<file path="config.mk">
export PLATFORM = sky130hd
export DESIGN_NAME = input_debouncer
export DESIGN_NICKNAME = d
export VERILOG_FILES = /design/src/rtl/input_debouncer.sv
export SDC_FILE = /design/constraint.sdc
export NUM_CORES = 1
export LEC_CHECK = 0
export CORE_MARGIN = 10
export CORE_UTILIZATION = 45
export DETAILED_ROUTE_END_ITERATION = 10
export GPL_ROUTABILITY_DRIVEN = 0
export GPL_TIMING_DRIVEN = 0
export PLACE_DENSITY = 0.69
export SYNTH_ARGS = -nofsm -noshare
export SYNTH_HDL_FRONTEND = slang
export SYNTH_SLANG_ARGS = --single-unit
</file>
<file path="constraint.sdc">
create_clock -name clk -period 2.28 [get_ports clk]
set_input_delay 0.456 -clock clk [delete_from_list [all_inputs] [get_ports clk]]
set_output_delay 0.456 -clock clk [all_outputs]
set_load 0.03 [all_outputs]
</file>
<file path="src/rtl/input_debouncer.sv">
// Synchronizes a raw asynchronous level and debounces it into a clean level,
// with one-cycle rise/fall pulses and a saturating count of aborted qualifications.
module input_debouncer #(
   parameter int unsigned SYNC_STAGES     = 2,
   parameter int unsigned DEBOUNCE_CYCLES = 16,
   parameter int unsigned GLITCH_W        = 8
) (
   input  logic                clk,
   input  logic                reset,
   input  logic                raw_i,
   input  logic                clr_glitch_i,
   output logic                level_o,
   output logic                rise_o,
   output logic                fall_o,
   output logic                busy_o,
   output logic [GLITCH_W-1:0] glitch_cnt_o
);

   localparam int unsigned CNT_W = $clog2(DEBOUNCE_CYCLES + 1);
   localparam logic [CNT_W-1:0]    CNT_LAST   = CNT_W'(DEBOUNCE_CYCLES - 1);
   localparam logic [CNT_W-1:0]    CNT_ONE    = CNT_W'(1);
   localparam logic [GLITCH_W-1:0] GLITCH_MAX = {GLITCH_W{1'b1}};

   typedef enum logic [1:0] {
      STABLE_LOW  = 2'd0,
      CHK_HIGH    = 2'd1,
      STABLE_HIGH = 2'd2,
      CHK_LOW     = 2'd3
   } state_t;

   state_t                 state;
   logic [CNT_W-1:0]       cnt;
   logic [SYNC_STAGES-1:0] sync_q;
   logic                   s;
   logic                   glitch_evt_c;

   // Metastability chain; only the last stage is used by the debouncer.
   always_ff @(posedge clk or posedge reset) begin
      if (reset) begin
         sync_q <= '0;
      end else begin
         sync_q <= {sync_q[SYNC_STAGES-2:0], raw_i};
      end
   end

   assign s = sync_q[SYNC_STAGES-1];

   // A qualification is aborted when the sample returns to the current stable level.
   assign glitch_evt_c = ((state == CHK_HIGH) && !s) || ((state == CHK_LOW) && s);

   always_ff @(posedge clk or posedge reset) begin
      if (reset) begin
         state   <= STABLE_LOW;
         cnt     <= '0;
         level_o <= 1'b0;
         rise_o  <= 1'b0;
         fall_o  <= 1'b0;
      end else begin
         rise_o <= 1'b0;
         fall_o <= 1'b0;
         unique case (state)
            STABLE_LOW: begin
               if (s) begin
                  state <= CHK_HIGH;
                  cnt   <= CNT_ONE;
               end else begin
                  cnt <= '0;
               end
            end
            CHK_HIGH: begin
               if (!s) begin
                  state <= STABLE_LOW;
                  cnt   <= '0;
               end else if (cnt == CNT_LAST) begin
                  state   <= STABLE_HIGH;
                  level_o <= 1'b1;
                  rise_o  <= 1'b1;
                  cnt     <= '0;
               end else begin
                  cnt <= cnt + CNT_ONE;
               end
            end
            STABLE_HIGH: begin
               if (!s) begin
                  state <= CHK_LOW;
                  cnt   <= CNT_ONE;
               end else begin
                  cnt <= '0;
               end
            end
            CHK_LOW: begin
               if (s) begin
                  state <= STABLE_HIGH;
                  cnt   <= '0;
               end else if (cnt == CNT_LAST) begin
                  state   <= STABLE_LOW;
                  level_o <= 1'b0;
                  fall_o  <= 1'b1;
                  cnt     <= '0;
               end else begin
                  cnt <= cnt + CNT_ONE;
               end
            end
            default: begin
               state <= STABLE_LOW;
               cnt   <= '0;
            end
         endcase
      end
   end

   assign busy_o = (state == CHK_HIGH) || (state == CHK_LOW);

   // Saturating glitch counter; a clear takes priority over a same-cycle event.
   always_ff @(posedge clk or posedge reset) begin
      if (reset) begin
         glitch_cnt_o <= '0;
      end else if (clr_glitch_i) begin
         glitch_cnt_o <= '0;
      end else if (glitch_evt_c && (glitch_cnt_o != GLITCH_MAX)) begin
         glitch_cnt_o <= glitch_cnt_o + GLITCH_W'(1);
      end
   end

endmodule

</file>
== Word-level counts from Yosys, hierarchy flattened ==
Index checks and enable logic that the tools add are counted.
W data, S select, Z words.

* RAM bits: 0
* Bits in read-only memories: 0
* Bits of input ports: 4
* Bits in registers: 20
* Memories kept: 0
* Latch bits: 0

* Shift operators: 0
* Equality and inequality tests: 13
* Divide/modulo/power cells: 0
* $add $sub $neg: 2
* Multiplexer cells: 25
* Bitwise gates (word level): 0
* Multiply operators: 0
* $lt $le $gt $ge: 0
* Reduce and logical (&&, ||, !) cells: 11

{| class="wikitable"
|+ Operators with widths
! operator !! count
|-
| $pmux W5 S4 || 1
|-
| $mux W8 || 2
|-
| $mux W5 || 3
|-
| $mux W2 || 6
|-
| $mux W1 || 11
|-
| $ne A2 B2 Y1 const B || 5
|-
| $add A8 B1 Y8 const B || 1
|-
| $ne A8 B8 Y1 const B || 1
|-
| $pmux W2 S4 || 1
|-
| $add A5 B1 Y5 const B || 1
|-
| $eq A5 B4 Y1 const B || 1
|-
| $reduce_and A5 Y1 || 1
|-
| $eq A2 B2 Y1 const B || 2
|-
| $reduce_and A4 Y1 || 1
|-
| $reduce_bool A2 Y1 || 2
|-
| $logic_and A1 B1 Y1 || 3
|-
| $ne A3 B2 Y1 const B || 1
|-
| $ne A3 B3 Y1 const B || 1
|-
| $eq A2 B1 Y1 const B || 1
|-
| $logic_not A2 Y1 || 1
|-
| $logic_or A1 B1 Y1 || 2
|-
| $ne A2 B1 Y1 const B || 1
|-
| $pmux W1 S2 || 1
|-
| $logic_not A1 Y1 || 1
|}

== Logic depth before layout (Yosys ltp) ==
* Depth after elaboration: 6
* Depth in mapped cells: 5

== Least setup slack after synthesis ==
Ideal clock, no wire load.

* Path type: reg-to-reg
* Start: register glitch_cnt_o[0]
* End: register glitch_cnt_o[0]
* Cell stages (with the launch flop): 5
* Required time: 2.155 ns
* Arrival: 1.668 ns
* Setup slack: 0.487 ns
* Library setup time: 0.125 ns
* Period minus slack after synthesis: 1.793 ns
* Buffers on the path: 0
* Cells stage by stage: dfrtp_1 > ha_1 > and3_2 > a311oi_2 > mux2_4

* Cells in the longest elaborated chain, start to end: 3
* Elaborated cells on any way between the ends: 6
* Classes of those cells: 1 x add/sub; 1 x eq/ne; 2 x mux; 2 x reduce/logical

{| class="wikitable"
|+ RTL lines
! element !! line !! source
|-
| from (decl) || 16 || <nowiki>output logic [GLITCH_W-1:0] glitch_cnt_o</nowiki>
|-
| from (signal assigned) || 121 || <nowiki>glitch_cnt_o <= glitch_cnt_o + GLITCH_W'(1);</nowiki>
|-
| $add A8 B1 Y8 / $ne A8 B8 Y1 (equally long branches) || 121, 120 ||
|-
| $mux W8 / $logic_and A1 B1 Y1 (equally long branches) || 120 || <nowiki>end else if (glitch_evt_c && (glitch_cnt_o != GLITCH_MAX)) begin</nowiki>
|-
| $mux W8 / $reduce_bool A2 Y1 (equally long branches) || -- ||
|}

Parallel ways exist; a longest one is shown, timed or not. The select of a mux whose other input is x is not followed.
A chain may end at the register's enable or synchronous reset.

== Worst setup path in the final report ==
* Start: register glitch_cnt_o[2]
* End: output glitch_cnt_o[2]

No word-level cell between the ends.

==> metrics.yaml <==
outcome:
  status: "complete, no violations"
place:
  pre_cts_slack_ps: 529
  hpwl_mm: 1.48
  dpl_cell_area_um2: 1170
  io_buffers: 14
clock_network:
  clockBufferDepth: 2
  clock-sinks: 20
  tritoncts: "yes"
  post_cts_resized: 0
  clock_latency_ps: 290
  numCtsBuffers: 3
  cts.hold.buffers_added: 0
  cts_root_buf: "clkbuf_4"
  path_clk_slew_ps: 110
  cts-htree-levels: 1
  post-cts-setup-buffers: 0
floorplan:
  num_rows: 17
  die_x_um: 67.1
  io_pins: 16
  dieArea_um2: 4510
  die_h_um: 67.1
  initial_utilization_pct: 46.1
  core_area_um2: 2170
grt:
  grt_overflow_total: 0
  first_global_vias: 797
  antenna_found_initial: 0
  grt_max_degree: 21
  grt_pass1_wl_mm: 3.53
  grt.total_usage_pct: 9.80
setup_path:
  cpPeakStageDelay_ps: 720
  critPathCaptureType: "primary output"
  worst_r2r_path_depth: 4
  crit_cells: 1
  path_cells: "clkdlybuf4s50_1"
  worstPathMaxFanout: 7
  slowest_stage: "clkdlybuf4s50_1"
  path_buf_inv: 1
  required_ps: 1820
  path_delay_family: "buffers and inverters"
  cp-start-kind: "flip-flop"
  critPathKind: "flip-flop to primary output"
  arrival_ps: 1500
route:
  antenna_left: 0
  viasPerCell: 5.39
  drc_errors: 0
  dr.pass1.iters: 3
  wl_mm: 1.93
  drt-initial-drc-count: 25
  routed-via-count: 744
  wl_per_cell_um: 14.0
synth:
  synthArstFlopShare_pct: 100
  yosysMostFrequentCell: "dfrtp_1"
  ys_seq_area_share_pct: 50.1
  syn_nets: 98
  synth_cells: 92
  synth.largest_area_cell: "dfrtp_1"
  ys_top_cells_by_area: "dfrtp_1, and4_1, a31oi_1, ha_1, a211oi_1"
  yosys_warnings: 0
  synth_common_cells: "dfrtp_1, inv_1, nor2_1"
  synth_cell_types: 37
  synth-edff-count: 0
  yosys.area.top_type_share_pct: 50.1
  ys_ff_latch: 20
  netlist_area_um2: 1000
  syn_area_per_cell_um2: 10.9
  synth_ff_type: "dfrtp_1"
sta:
  setup_viol: 0
  rsz0062_at_grt: "no"
  slew_headroom_pct: 50.2
  finalHoldViolCount: 0
  worst_pin_slew_ps: 747
  period_minus_slack_ps: 1960
  fin_ws_ps: 322
  period_share_pct: 85.9
  finalSetupTns_ps: 0
  clock_skew_ps: 0.893
  hold_slack_ps: 359
  max_freq_mhz: 511
  drv_slew: 0
final_layout:
  drive_gt1_share_pct: 13.6
  n_antenna_cell: 0
  fillCellCount: 200
  finalInstanceArea_um2: 1230
  nets: 117
  multiInputGateArea_um2: 457
  areaGrowthSynthToFinish_pct: 22.8
  regArea_um2: 500
worst_hold_path:
  hold_class: "flip-flop to flip-flop"
  holdPathStages: 0
pwr:
  ir_drop_v: 0.000411
  p_leak_nw: 0.538
  powerDensity_nw_per_um2: 571
flow_run:
  maxCapViolCount: 0
## sequential cells by signal, summed over array words and instances, names as in the netlist, named ones only
signal and count:
glitch_cnt_o 8, level_o 1, rise_o 1, cnt 5
sync_q 2, state 1, fall_o 1
## worst paths after layout
| path | startpoint | endpoint | slack (ps) |
|---|---|---|---|
| min reg2reg | sync_q[0] | sync_q[1] | 360 |
| min in group asynchronous | reset | fall_o | 600 |
| max | glitch_cnt_o[2] | glitch_cnt_o[2] | 320 |
| min | sync_q[0] | sync_q[1] | 360 |
| max reg2reg | glitch_cnt_o[0] | glitch_cnt_o[0] | 510 |
| max in group asynchronous | reset | cnt[1] | 1220 |
## metrics by stage
stage	power, W	utilization (%)	instances
floorplan	0.000411	-	92
CTS	0.000713	56.6	138
global placement	0.000428	54.2	134
global route	0.000738	56.6	138
finish	0.000701	56.6	138
detailed placement	0.000429	54.2	134
## area by class of cell
cell class	instances	area share, %
clock inverters	1	2.45
well taps	28	2.85
clock buffers	3	1.83
flip-flops and latches	20	40.8
multi-input cells	62	37.2
repair buffers	14	11.4
plain buffers	4	1.63
inverters	6	1.83
## report_power, final
part	switching, W	internal [W]
clock	0.000102	0.000178
sequential	0.00000701	0.000362
combinational	0.0000306	0.0000220
total	0.000140	0.000561
## cell usage in the layout (no fill, tap or decap), types with 3 or more instances in the layout
cell type,netlist,routed
nand3_1,3,3
a211oi_1,3,3
inv_1,6,6
nor2_1,6,6
clkdlybuf4s50_1,0,14
a21oi_1,3,3
clkbuf_4,0,3
nand2_1,5,5
and2_1,3,3
dfrtp_1,20,20
a31oi_1,4,4
and4_1,4,4
## metal layers
metal | track usage (%) | up-vias | wire length [um]
met1 | 11.2 | 368 | 848
met3 | 3.47 | 0 | 109
li1 | - | 366 | -
met4 | 3.33 | 0 | 0
met2 | 16.7 | 10 | 970
met5 | 0 | - | 0
## logic make-up after synthesis
family,after synthesis,share of synthesized area [%]
AND/OR/NAND/NOR,36,21.8
flip-flops,20,50.1
AO/OA/AOI/OAI,17,12.9
buffers and inverters,10,4.26
XOR/XNOR,4,5.01
multiplexers,3,3.50
adder cells (fa/ha/maj),2,2.50
No activity file was read; power rests on OpenSTA's default activity.
==> RTL edit 1, RTL diff (same flow settings) <==
Encoding of `state_t`: now one-hot (4 bits for 4 states).
--- a/src/rtl/input_debouncer.sv
+++ b/src/rtl/input_debouncer.sv
@@ -21,11 +21,11 @@
    localparam logic [CNT_W-1:0]    CNT_ONE    = CNT_W'(1);
    localparam logic [GLITCH_W-1:0] GLITCH_MAX = {GLITCH_W{1'b1}};
 
-   typedef enum logic [1:0] {
-      STABLE_LOW  = 2'd0,
-      CHK_HIGH    = 2'd1,
-      STABLE_HIGH = 2'd2,
-      CHK_LOW     = 2'd3
+   typedef enum logic [3:0] {
+      STABLE_LOW  = 4'b0001,
+      CHK_HIGH    = 4'b0010,
+      STABLE_HIGH = 4'b0100,
+      CHK_LOW     = 4'b1000
    } state_t;
 
    state_t                 state;
Formal check against the unedited RTL: same outputs for any inputs over 10 cycles, from zero or initial values and one cycle with reset high; not proved beyond that.
==> RTL edit 1 against the unedited design <==
  * Total power is 0.37% higher
  * Routed wire length increased by 20%
  * Synthesized cell count rose by 25%
  * Utilization down 1.3 points
  * Via count is 26% higher
  * Non-clock buffer count is the same
  * Worst setup slack got worse by 0.21 ns
  * Hold slack better by 0.0079 ns
  * Final area increased by 11%
  * Cell count up 19%
  * Sequential cell count increased by 2
  * First-iteration DRC count grew 52%
  * Area after synthesis is 15% higher
  * Largest power group unchanged
==> RTL edit 1: results (changes against the unedited design) <==
GRT
The met3 usage is 2.82% (-0.65 points). The met2 usage was 13.8% (-2.9 points). The met1 layer usage reported by global route was 12.4% (+1.3 points).

The via count of the first global-routing pass came to 857 (+7.5%). The wire length of the first global-routing pass is 3980 µm (+13%). The total global-route track usage is 9.35% (-0.45 points). The largest net degree at the start of global routing is 23 (+9.5%).

Synth
The number of unique standard cell types used by synthesis is 43 (+16%). The multiplexer share of the synthesized area was 1.86% (-1.6 points). The net count after synthesis is 121 (+23%). The sequential cell area fraction in the yosys report is 48.2% (-1.9 points). The synthesized-area fraction occupied by ao, oa, aoi and oai cells is 16.4% (+3.5 points). The area share of fa/ha/maj cells after synthesis is 2.19% (-0.32 points). The post-synthesis share of cell area spent on xor and xnor gates came to 1.53% (-3.5 points). Yosys attributes the largest share of cell area to sky130_fd_sc_hd__dfrtp_1, sky130_fd_sc_hd__a21oi_1, sky130_fd_sc_hd__nand2_1.

Placed design
The cell area after placement is 1330 µm² (+13%). The count of input and output buffers is 15 (+1). The detailed placement HPWL is 1720 µm (+16%). The instance count after placement with tap cells included is 160 (+19%).

Layout
In the final layout, the registers with the most flip-flops are glitch_cnt_o (8), cnt (5), state (4). The share of cells above drive strength 1 is 8.96% (-4.7 points). The net count reported at finish was 141 (+21%).

The area growth from synthesis to layout is 18.6%. The final cell count without fillers is 164 (+19%).

STA
The worst-case setup margin in the final layout was 0.113 ns (-0.209 ns). The slew at the pin closest to its max-slew limit is 0.815 ns (+0.0680 ns). The final-layout worst hold slack is 0.367 ns (+0.00793 ns). The clock tree skew after final layout is 0.00500 ns (+0.00411 ns).

Hold path
The launch instance of the worst min-delay path is sync_q[0]$_DFF_PP0_.

Pwr
The part of the power in the clock network is 25.7% (-14 points). The fraction of power spent switching nets is 26.7% (+6.8 points). The cell leakage power is 0.592 nW (+10%). The part of the total power dissipated in sequential elements is 59.3% (+6.7 points). The peak supply drop came to 0.000327 V (-20%).

Critical path
The depth of the worst register-to-register path came to 5 (+1). The termination of the worst setup path is busy_o. The largest stage delay on the critical path came to 0.41 ns (-0.31 ns). The setup slack of the most critical reg-to-reg path came to 0.54 ns (+0.03 ns). The arrival time reported for the critical path endpoint is 1.71 ns (+0.21 ns).

The critical path starts at state[2]$_DFFE_PP0P_.

Detailed routing
The routed length on met2 was 1060 µm (+8.8%). The met3 routed wirelength is 121 µm (+11%). The wire length the detailed router placed on met1 is 1120 µm (+32%). The per-cell via count in the routed design was 5.71 (+5.9%). The number of design-rule violations left by the first detailed-router iteration was 38 (+52%).

Run status
The flow ran to the end, and the final reports show no timing, DRC or antenna violations.
## RTL edit 1: cell count changes in the layout (fill, tap and decap cells not counted), moves of 3 or more
cell	unedited run	this run
sky130_fd_sc_hd__a21oi_1	3	11
sky130_fd_sc_hd__nand2_1	5	10
sky130_fd_sc_hd__a31oi_1	4	0
sky130_fd_sc_hd__or3_1	0	3
sky130_fd_sc_hd__o21ai_0	1	6
## RTL edit 1: layout make-up
| type | instances | area share, % |
|---|---|---|
| Multi-Input combinational cell | 86 | 40.8 |
| Buffer | 3 | 1.75 |
| Clock buffer | 4 | 1.94 |
| Inverter | 4 | 1.11 |
| Tap cell | 30 | 2.76 |
| Sequential cell | 22 | 40.6 |
| Timing Repair Buffer | 15 | 11.0 |
## RTL edit 1: repair_timing
action                                  in CTS  in global routing
resized for setup                            1                  0
endpoints found under the setup margin       1                  0
endpoints found under the hold margin        0                  0
==> RTL edit 2, RTL diff (same flow settings) <==
Without the edit above. Set the parameter `GLITCH_W` to 9 (it was 8).
--- a/src/rtl/input_debouncer.sv
+++ b/src/rtl/input_debouncer.sv
@@ -3,7 +3,7 @@
 module input_debouncer #(
    parameter int unsigned SYNC_STAGES     = 2,
    parameter int unsigned DEBOUNCE_CYCLES = 16,
-   parameter int unsigned GLITCH_W        = 8
+   parameter int unsigned GLITCH_W        = 9
 ) (
    input  logic                clk,
    input  logic                reset,
Interface: changed (resized glitch_cnt_o); port bits go from 16 to 17. No check against the original RTL was run, so the function may have changed too.
==> RTL edit 2 against the unedited design <==
  * Total power down 12%
  * Cell count rose by 2.9%
  * Final area fell by 1.2%
  * Clock skew increased by 0.010 ns
  * Count of clock-buffer cells in the layout unchanged
  * Worst setup slack worse by 0.11 ns
  * Sequential cell count up 1
  * Sequential power is 4% higher
  * Area after synthesis did not move
  * Routed wire length shrank 1.8%
==> RTL edit 2: results (changes against the unedited design) <==
Layout
The net count reported at finish is 122 (+4.3%). The share of cells above drive strength 1 is 9.65% (-4.0 points). In the final layout, the registers with the most flip-flops are glitch_cnt_o (9), cnt (5), sync_q (2).

Placed design
The worst setup slack after placement is 0.263 ns (-0.266 ns). The cell area after placement was 1180 µm² (+0.85%). The instance count after placement with tap cells included is 138 (+3.0%). The count of input and output buffers is 15 (+1). The detailed placement HPWL is 1400 µm (-5.3%).

Synth
The warning count from the yosys run came to 0 (unchanged). Ranked by total cell area, the synthesized netlist is headed by sky130_fd_sc_hd__dfrtp_1, sky130_fd_sc_hd__a21oi_1, sky130_fd_sc_hd__ha_1. The net count after synthesis came to 102 (+4.1%). The mean instance size in the synthesized netlist is 10.5 µm² (-3.2%). The sequential cell area fraction in the yosys report was 52.6% (+2.5 points). By count the netlist is led by sky130_fd_sc_hd__dfrtp_1, sky130_fd_sc_hd__a21oi_1, sky130_fd_sc_hd__nand3_1. The number of unique standard cell types used by synthesis is 35 (-5.4%).

Pwr
The peak supply drop is 0.000331 V (-20%). The fraction of power spent switching nets came to 24.7% (+4.7 points). The part of the power in the clock network is 29.3% (-11 points).

The net switching power figure is 0.000152 W (+8.5%). The cell leakage power is 0.519 nW (-3.5%). The combinational fraction of design power came to 8.1% (+0.6 points).

GRT
The wire length of the first global-routing pass is 3260 µm (-7.6%). The number of antenna violations at the first check in global routing is 0 (unchanged). The largest net degree at the start of global routing is 22 (+4.8%). The via count of the first global-routing pass is 750 (-5.9%). The total global-route track usage came to 9.32% (-0.48 points).

Detailed routing
The per-cell via count in the routed design is 5.34 (-0.99%). The number of design-rule violations left by the first detailed-router iteration is 26 (+4.0%). The number of vias after detailed routing was 758 (+1.9%). The wire length per cell is 13.3 µm (-4.5%). The number of iterations in the first detailed-routing pass is 4 (+1).

Clocking
After clock tree synthesis, the clock-pin slew on the worst setup and hold paths is 0.12 ns. The number of resized instances in the post-cts repair step is 0 (unchanged). The insertion delay of the later-clocked pin in the worst-skew pair is 0.31 ns (+0.02 ns). The root buffer cell is sky130_fd_sc_hd__clkbuf_4. The setup fix buffers added after clock tree synthesis is 0 (unchanged).

STA
The slew at the pin closest to its max-slew limit is 0.803 ns (+0.0562 ns). The clock tree skew after final layout is 0.0111 ns (+0.0102 ns).

Critical path
The maximum fanout along the worst path came to 10 (+3). The arrival time reported for the critical path endpoint is 1.61 ns (+0.11 ns). The largest stage delay on the critical path is 0.66 ns (-0.06 ns).

Run status
The flow ran to the end, and the final reports show no timing, DRC or antenna violations.
[RTL edit 2: critical path: cells and delay by family, from the launching register on]
family	cells	cell delay (ns)
flops	1	0.37
buf+inv	3	0.93
[RTL edit 2: per-layer routing]
metal	track usage [%]	wire length (µm)	up-vias
met5	0	0	-
met4	4.62	29	0
met3	3.47	139	4
met2	15.2	887	14
met1	10.5	838	361
li1	-	-	379
[RTL edit 2: cell type report]
type / count / area [µm²]
fillers: 200 / 957
flip-flops and latches: 21 / 526
multi-input cells: 64 / 425
repair buffers: 15 / 150
well taps: 28 / 35.0
plain buffers: 5 / 30.0
clock buffers: 3 / 22.5
inverters: 5 / 18.8
clock inverters: 1 / 5.00
[RTL edit 2: cell families (layout without fill, tap and decap cells)]
family                     after synthesis  in the layout  synth area share [%]
muxes                                    2              2                  2.13
AOI/OAI and AO/OA                       20             20                  11.8
adders and majority gates                3              3                  3.76
xor gates and xnor gates                 4              4                  3.51
buffers and inverters                   10             29                  4.88
DFF                                     21             21                  52.6
and+or+nand+nor                         35             35                  21.4
[RTL edit 2: worst paths after layout]
| check | from | end | slack (ns) | cells past startpoint |
|---|---|---|---|---|
| min in group asynchronous | reset | rise_o$_DFF_PP0_ | 0.58 | 2 |
| worst min register to register | sync_q[0]$_DFF_PP0_ | sync_q[1]$_DFF_PP0_ | 0.35 | 0 |
| worst min-delay path | sync_q[0]$_DFF_PP0_ | sync_q[1]$_DFF_PP0_ | 0.35 | 0 |
| worst max register to register | glitch_cnt_o[0]$_DFFE_PP0P_ | glitch_cnt_o[7]$_DFFE_PP0P_ | 0.27 | 7 |
| worst max-delay path | state[0]$_DFFE_PP0P_ | busy_o | 0.21 | 3 |
| max in group asynchronous | reset | glitch_cnt_o[8]$_DFFE_PP0P_ | 1.19 | 2 |
